**config.mk**
```make
export PLATFORM = sky130hd
export DESIGN_NAME = banked_scratchpad
export DESIGN_NICKNAME = d
export VERILOG_FILES = /design/src/rtl/banked_scratchpad_pkg.sv /design/src/rtl/banked_scratchpad_rr_arbiter.sv /design/src/rtl/banked_scratchpad.sv
export SDC_FILE = /design/constraint.sdc
export NUM_CORES = 2
export LEC_CHECK = 0
export ABC_AREA = 1
export CAP_MARGIN = 20
export CORE_ASPECT_RATIO = 0.75
export CORE_UTILIZATION = 36
export DETAILED_ROUTE_END_ITERATION = 8
export SLEW_MARGIN = 20
export SYNTH_ARGS = -nofsm -noshare
export SYNTH_HDL_FRONTEND = slang
export SYNTH_SLANG_ARGS = --single-unit
```
**constraint.sdc**
```tcl
create_clock -name clk -period 5.2 [get_ports clk]
set_clock_uncertainty 0.1 [all_clocks]
set_input_delay 1.56 -clock clk [delete_from_list [all_inputs] [get_ports clk]]
set_output_delay 1.56 -clock clk [all_outputs]
set_load 0.1 [all_outputs]
```
**src/rtl/banked_scratchpad_pkg.sv**
```systemverilog
// banked_scratchpad_pkg: shared constants and sizing helpers for the banked scratchpad
package banked_scratchpad_pkg;
    localparam logic RD = 1'b1;
    localparam logic WR = 1'b0;

    function automatic int bank_bits(input int n);
        return (n > 1) ? $clog2(n) : 1;
    endfunction

    function automatic int byte_lanes(input int w);
        return w / 8;
    endfunction

    function automatic int slice_lo(input int p, input int w);
        return p * w;
    endfunction
endpackage

```
**src/rtl/banked_scratchpad_rr_arbiter.sv**
```systemverilog
// rr_arbiter: round-robin one-hot grant, pointer moves past the winner when advance is set
module rr_arbiter
    import banked_scratchpad_pkg::*;
#(
    parameter int N = 2
) (
    input  logic         clk,
    input  logic         rst_n,
    input  logic [N-1:0] req,
    input  logic         advance,
    output logic [N-1:0] gnt
);
    localparam int PW = bank_bits(N);

    logic [PW-1:0] ptr_q, ptr_d, win;
    logic          found;

    always_comb begin
        gnt   = '0;
        win   = '0;
        found = 1'b0;
        for (int i = 0; i < N; i++) begin
            if (!found && req[(int'(ptr_q) + i) % N]) begin
                found = 1'b1;
                win   = PW'((int'(ptr_q) + i) % N);
            end
        end
        gnt[win] = found;
        ptr_d    = (advance && found) ? PW'((int'(win) + 1) % N) : ptr_q;
    end

    always_ff @(posedge clk or negedge rst_n) begin
        if (!rst_n) ptr_q <= '0;
        else        ptr_q <= ptr_d;
    end
endmodule

```
**src/rtl/banked_scratchpad.sv**
```systemverilog
// banked_scratchpad: multi-port, low-order interleaved, round-robin arbitrated scratchpad
module banked_scratchpad
    import banked_scratchpad_pkg::*;
#(
    parameter int DEPTH     = 64,
    parameter int DATA_W    = 32,
    parameter int NUM_BANKS = 4,
    parameter int NUM_PORTS = 2,
    parameter int ADDR_W    = $clog2(DEPTH),
    parameter int BE_W      = byte_lanes(DATA_W)
) (
    input  logic                          clk,
    input  logic                          rst_n,
    input  logic [NUM_PORTS-1:0]          req_valid,
    output logic [NUM_PORTS-1:0]          req_ready,
    input  logic [NUM_PORTS-1:0]          req_rd_nwr,
    input  logic [NUM_PORTS*ADDR_W-1:0]   req_addr,
    input  logic [NUM_PORTS*DATA_W-1:0]   req_wdata,
    input  logic [NUM_PORTS*BE_W-1:0]     req_be,
    output logic [NUM_PORTS-1:0]          rsp_valid,
    output logic [NUM_PORTS*DATA_W-1:0]   rsp_rdata
);
    localparam int BANK_W = bank_bits(NUM_BANKS);
    localparam int ROWS   = DEPTH / NUM_BANKS;
    localparam int ROW_W  = ADDR_W - BANK_W;

    logic [ADDR_W-1:0]           addr      [NUM_PORTS];
    logic [DATA_W-1:0]           wdata     [NUM_PORTS];
    logic [BE_W-1:0]             be        [NUM_PORTS];
    logic [BANK_W-1:0]           bank_of   [NUM_PORTS];
    logic [NUM_PORTS-1:0]        gnt_all   [NUM_BANKS];
    logic [DATA_W-1:0]           bank_rdata[NUM_BANKS];
    logic [NUM_PORTS-1:0]        rsp_valid_d, rsp_valid_q;
    logic [NUM_PORTS*DATA_W-1:0] rsp_rdata_d, rsp_rdata_q;

    for (genvar p = 0; p < NUM_PORTS; p++) begin : g_port
        assign addr[p]    = req_addr[slice_lo(p, ADDR_W) +: ADDR_W];
        assign wdata[p]   = req_wdata[slice_lo(p, DATA_W) +: DATA_W];
        assign be[p]      = req_be[slice_lo(p, BE_W) +: BE_W];
        assign bank_of[p] = addr[p][BANK_W-1:0];
    end

    for (genvar b = 0; b < NUM_BANKS; b++) begin : g_bank
        logic [NUM_PORTS-1:0] cand, gnt;
        logic [ROW_W-1:0]     row;
        logic [DATA_W-1:0]    wd;
        logic [BE_W-1:0]      bm;
        logic                 rd;
        logic [DATA_W-1:0]    mem [ROWS];

        always_comb begin
            cand = '0;
            for (int i = 0; i < NUM_PORTS; i++)
                cand[i] = req_valid[i] && (bank_of[i] == BANK_W'(b));
        end

        rr_arbiter #(.N(NUM_PORTS)) u_arb (
            .clk     (clk),
            .rst_n   (rst_n),
            .req     (cand),
            .advance (|cand),
            .gnt     (gnt)
        );

        always_comb begin
            row = '0;
            wd  = '0;
            bm  = '0;
            rd  = RD;
            for (int i = 0; i < NUM_PORTS; i++) begin
                if (gnt[i]) begin
                    row = addr[i][ADDR_W-1:BANK_W];
                    wd  = wdata[i];
                    bm  = be[i];
                    rd  = req_rd_nwr[i];
                end
            end
        end

        always_ff @(posedge clk) begin
            if (|gnt && rd == WR)
                for (int i = 0; i < BE_W; i++)
                    if (bm[i]) mem[row][8*i +: 8] <= wd[8*i +: 8];
        end

        assign bank_rdata[b] = mem[row];
        assign gnt_all[b]    = gnt;
    end

    always_comb begin
        req_ready   = '0;
        rsp_valid_d = '0;
        rsp_rdata_d = rsp_rdata_q;
        for (int i = 0; i < NUM_PORTS; i++) begin
            req_ready[i]   = gnt_all[bank_of[i]][i];
            rsp_valid_d[i] = req_ready[i] && (req_rd_nwr[i] == RD);
            if (rsp_valid_d[i])
                rsp_rdata_d[slice_lo(i, DATA_W) +: DATA_W] = bank_rdata[bank_of[i]];
        end
    end

    always_ff @(posedge clk or negedge rst_n) begin
        if (!rst_n) begin
            rsp_valid_q <= '0;
            rsp_rdata_q <= '0;
        end else begin
            rsp_valid_q <= rsp_valid_d;
            rsp_rdata_q <= rsp_rdata_d;
        end
    end

    assign rsp_valid = rsp_valid_q;
    assign rsp_rdata = rsp_rdata_q;
endmodule

```
==> results.md <==
* Max cap viols at 0
* Outcome: complete, no violations
* Largest net degree at the start of global routing at 81
* Clock sinks at 2118
* FMAX at 0.195 GHz
* WS Path Type: input port to output pin
* Floorplan row count at 160
* Final Hold Viols at 0
* DR vias at 71800
* TritonCTS clock tree: done
* Vias/cell at 5.21
* FILL cells at 24000
* Grt ovf at 0
* Die area at 259000 µm²
* Core Footprint at 254000 µm²
* Syn Inst Count at approximately 9400
* Power per cell area at 346 nW/µm²
* Most common cell after layout, fill and taps aside: nand2_1
* Number of iterations in the first detailed-routing pass at 8
* Syn Nets at 9454
* CP max stage cell: clkdlybuf4s50_1
* Commonest non-fill, non-tap cells in the layout: 4848 x nand2_1, 2048 x edfxtp_1, 893 x buf_4, 790 x nand3_1, 486 x nor2_1
* Root Buffer: clkbuf_16
* Dpl hpwl at 239 mm
* Rel. slew slack at 19.6%
* Final setup fails at 0
* CTS clk-pin slew, worst paths at 0.07 ns
* Critical-path maximum fanout at 6
* Worst Path Required at roughly 3.5 ns
* Postcts setup bufs at 0
* Tmin final at 5.12 ns
* Vias in the first global route at around 67000
* IO Pins at 158
* Top cell type's share of synthesized area at 66.6%
* Setup tns final at 0 ns
* Post-route cell area at 112000 µm²
* Register area share after synthesis at 68.5%
* Detailed Route Iter0 Violations at 9188
* Worst skew pair latency at ~0.88 ns
* Placed cell count at 13400
* Syn_area_per_cell at between 9 and 10 µm²
* Total power at between 0.03 and 0.04 W
* Final cell count without fillers at 13800
* Port bufs at 157
* Count of cell types in the netlist at 26
* Wirelength per Cell at 24.1 µm
* GP Congestion at 1.05
* Post-route ant nets at 0
* Cts-stage hold buffer count at 0
* Startpoint types: input port
* Fin crit share at 98.5%
* Slew @ Worst Pin at 1.20 ns
* Nets at 10300
* Die H at between 400 and 500 µm
* First-pass GRT wire length at 474 mm
* RSZ-0062 raised after global routing: no
* TritonCTS buffer count at around 210
* Critical path's largest stage delay at 0.58 ns
* # DRC at 0
* Die X at 587 µm
* Hold crit path type: flop to flop
* Slew Limit Fails at 0
* Starting Density at 36.3%
* WP data arrival at between 3 and 4 ns
* CTS H-tree lvls at 4
* Total track usage at 25.1%
* Peak supply drop at approximately 0.27 mV
* Area of placed instances at 106000 µm²
* Initial antenna violation count at 11
* Layout cells sized above 1 at 13.4%
* Synth top area cells: edfxtp_1 67%, nand2_1 20%, nand3_1 4.3%
* Ys Warns at 0
* Layout Area Growth over Synthesis at 21.7%
* Routed wire length at 332 mm
* Leading area contributor after synthesis: edfxtp_1
* Critical Path, Cell by Cell: clkdlybuf4s50_1 -> inv_1 -> nand3_1 -> buf_4 -> o21ai_4 -> nand2_1 -> o21ai_0 -> a221oi_4 -> buf_12
* CP Capture Type: output pin
* Post-Syn Area at 92400 µm²
* Leakage at 46.7 nW
* Clk buf depth at 4
* Yosys reg bits at 2118
==> layout make-up <==
type | instances | area [µm²] | share of cell area, %
flip-flops and latches | 2118 | 63300 | 56.3
multi-input cells | 6560 | 26800 | 23.8
repair buffers | 1178 | 11000 | 9.82
clock buffers | 264 | 5560 | 4.95
well taps | 3402 | 4260 | 3.79
clock inverters | 111 | 960 | 0.854
inverters | 139 | 532 | 0.473
diodes | 10 | 25.0 | 0.0223
==> kinds of logic (layout without fill, tap and decap cells) <==
| logic type | Yosys count | after routing | synth area share (%) |
|---|---|---|---|
| other | 0 | 10 | 0 |
| AO/OA/AOI/OAI | 402 | 402 | 2.43 |
| flip-flops | 2118 | 2118 | 68.5 |
| buffers and inverters | 686 | 1692 | 2.97 |
| AND/OR/NAND/NOR | 6158 | 6158 | 26.1 |
==> worst max-delay path, delay by kind of cell <==
family / cells / cell delay [ns]
and+or+nand+nor: 2 / 0.19
AOI/OAI and AO/OA: 3 / 0.63
buffers and inverters: 4 / 1.06
==> final timing paths <==
kind                                            start            end  slack (ns)  cells after the start
worst max-delay path                      req_addr[6]   req_ready[0]        0.08                      9
worst min-delay path                    rsp_rdata[58]  rsp_rdata[58]        0.40                      2
worst max register to register  g_bank[2].u_arb.ptr_q  rsp_rdata[44]        1.42                     18
worst min register to register          rsp_rdata[58]  rsp_rdata[58]        0.40                      2
max in group asynchronous                       rst_n  rsp_rdata[32]        3.79                      1
min in group asynchronous                       rst_n   rsp_rdata[9]        0.63                      1
==> per-layer routing <==
layer / track usage, % / vias to the layer above / wire [µm]
met5: 0 / - / 0
met4: 11.9 / 0 / 18700
met3: 6.05 / 643 / 35000
met2: 36.2 / 3649 / 137000
met1: 35.5 / 34600 / 141000
li1: - / 32900 / -
==> state kept, by name (all words and copies together) (netlist names) <==
signal / cells
rsp_rdata: 64
g_bank.u_arb.ptr_q: 4
rsp_valid: 2
g_bank.mem: 2048
==> where the power goes <==
part / leakage, nW / total [W] / internal (W) / switching (W)
clock: 3.16 / 0.0149 / 0.00833 / 0.00660
combinational: 23.8 / 0.00493 / 0.00131 / 0.00362
sequential: 19.7 / 0.0190 / 0.0188 / 0.000187
total: 46.7 / 0.0389 / 0.0285 / 0.0104
==> through the flow <==
step / worst slack [ns] / hold slack (ns) / util [%]
finish: 0.0788 / 0.399 / 44.2
detailed placement: -0.421 / 0.379 / 41.6
floorplan: 0.229 / 0.406 / -
global placement: -0.378 / 0.373 / 41.6
global route: 0.0247 / 0.435 / 44.2
CTS: 0.0664 / 0.397 / 44.2
==> cell usage after synthesis <==
library cell / instances
nand4_1: 1
o21ai_0: 23
nand3_1: 795
o22ai_1: 153
o21ai_1: 211
a221oi_1: 1
clkbuf_1: 344
nand2_1: 4856
and2_1: 1
clkinv_1: 2
inv_2: 9
a21oi_1: 7
dfrtp_1: 70
o21ai_2: 1
a22oi_1: 1
nand2_2: 1
buf_2: 131
nor2_2: 4
o211ai_1: 1
edfxtp_1: 2048
buf_4: 1
nor2_1: 500
a21oi_2: 1
inv_1: 128
buf_1: 71
o22ai_2: 3
==> what timing repair did <==
item / 4_1_cts / 5_1_grt
endpoints found under the setup margin: 2 / 1
endpoints found under the hold margin: 0 / 0
resized for setup: 1 / 2
cloned: 0 / 0
Note: power is estimated with default switching activity, not from simulation.
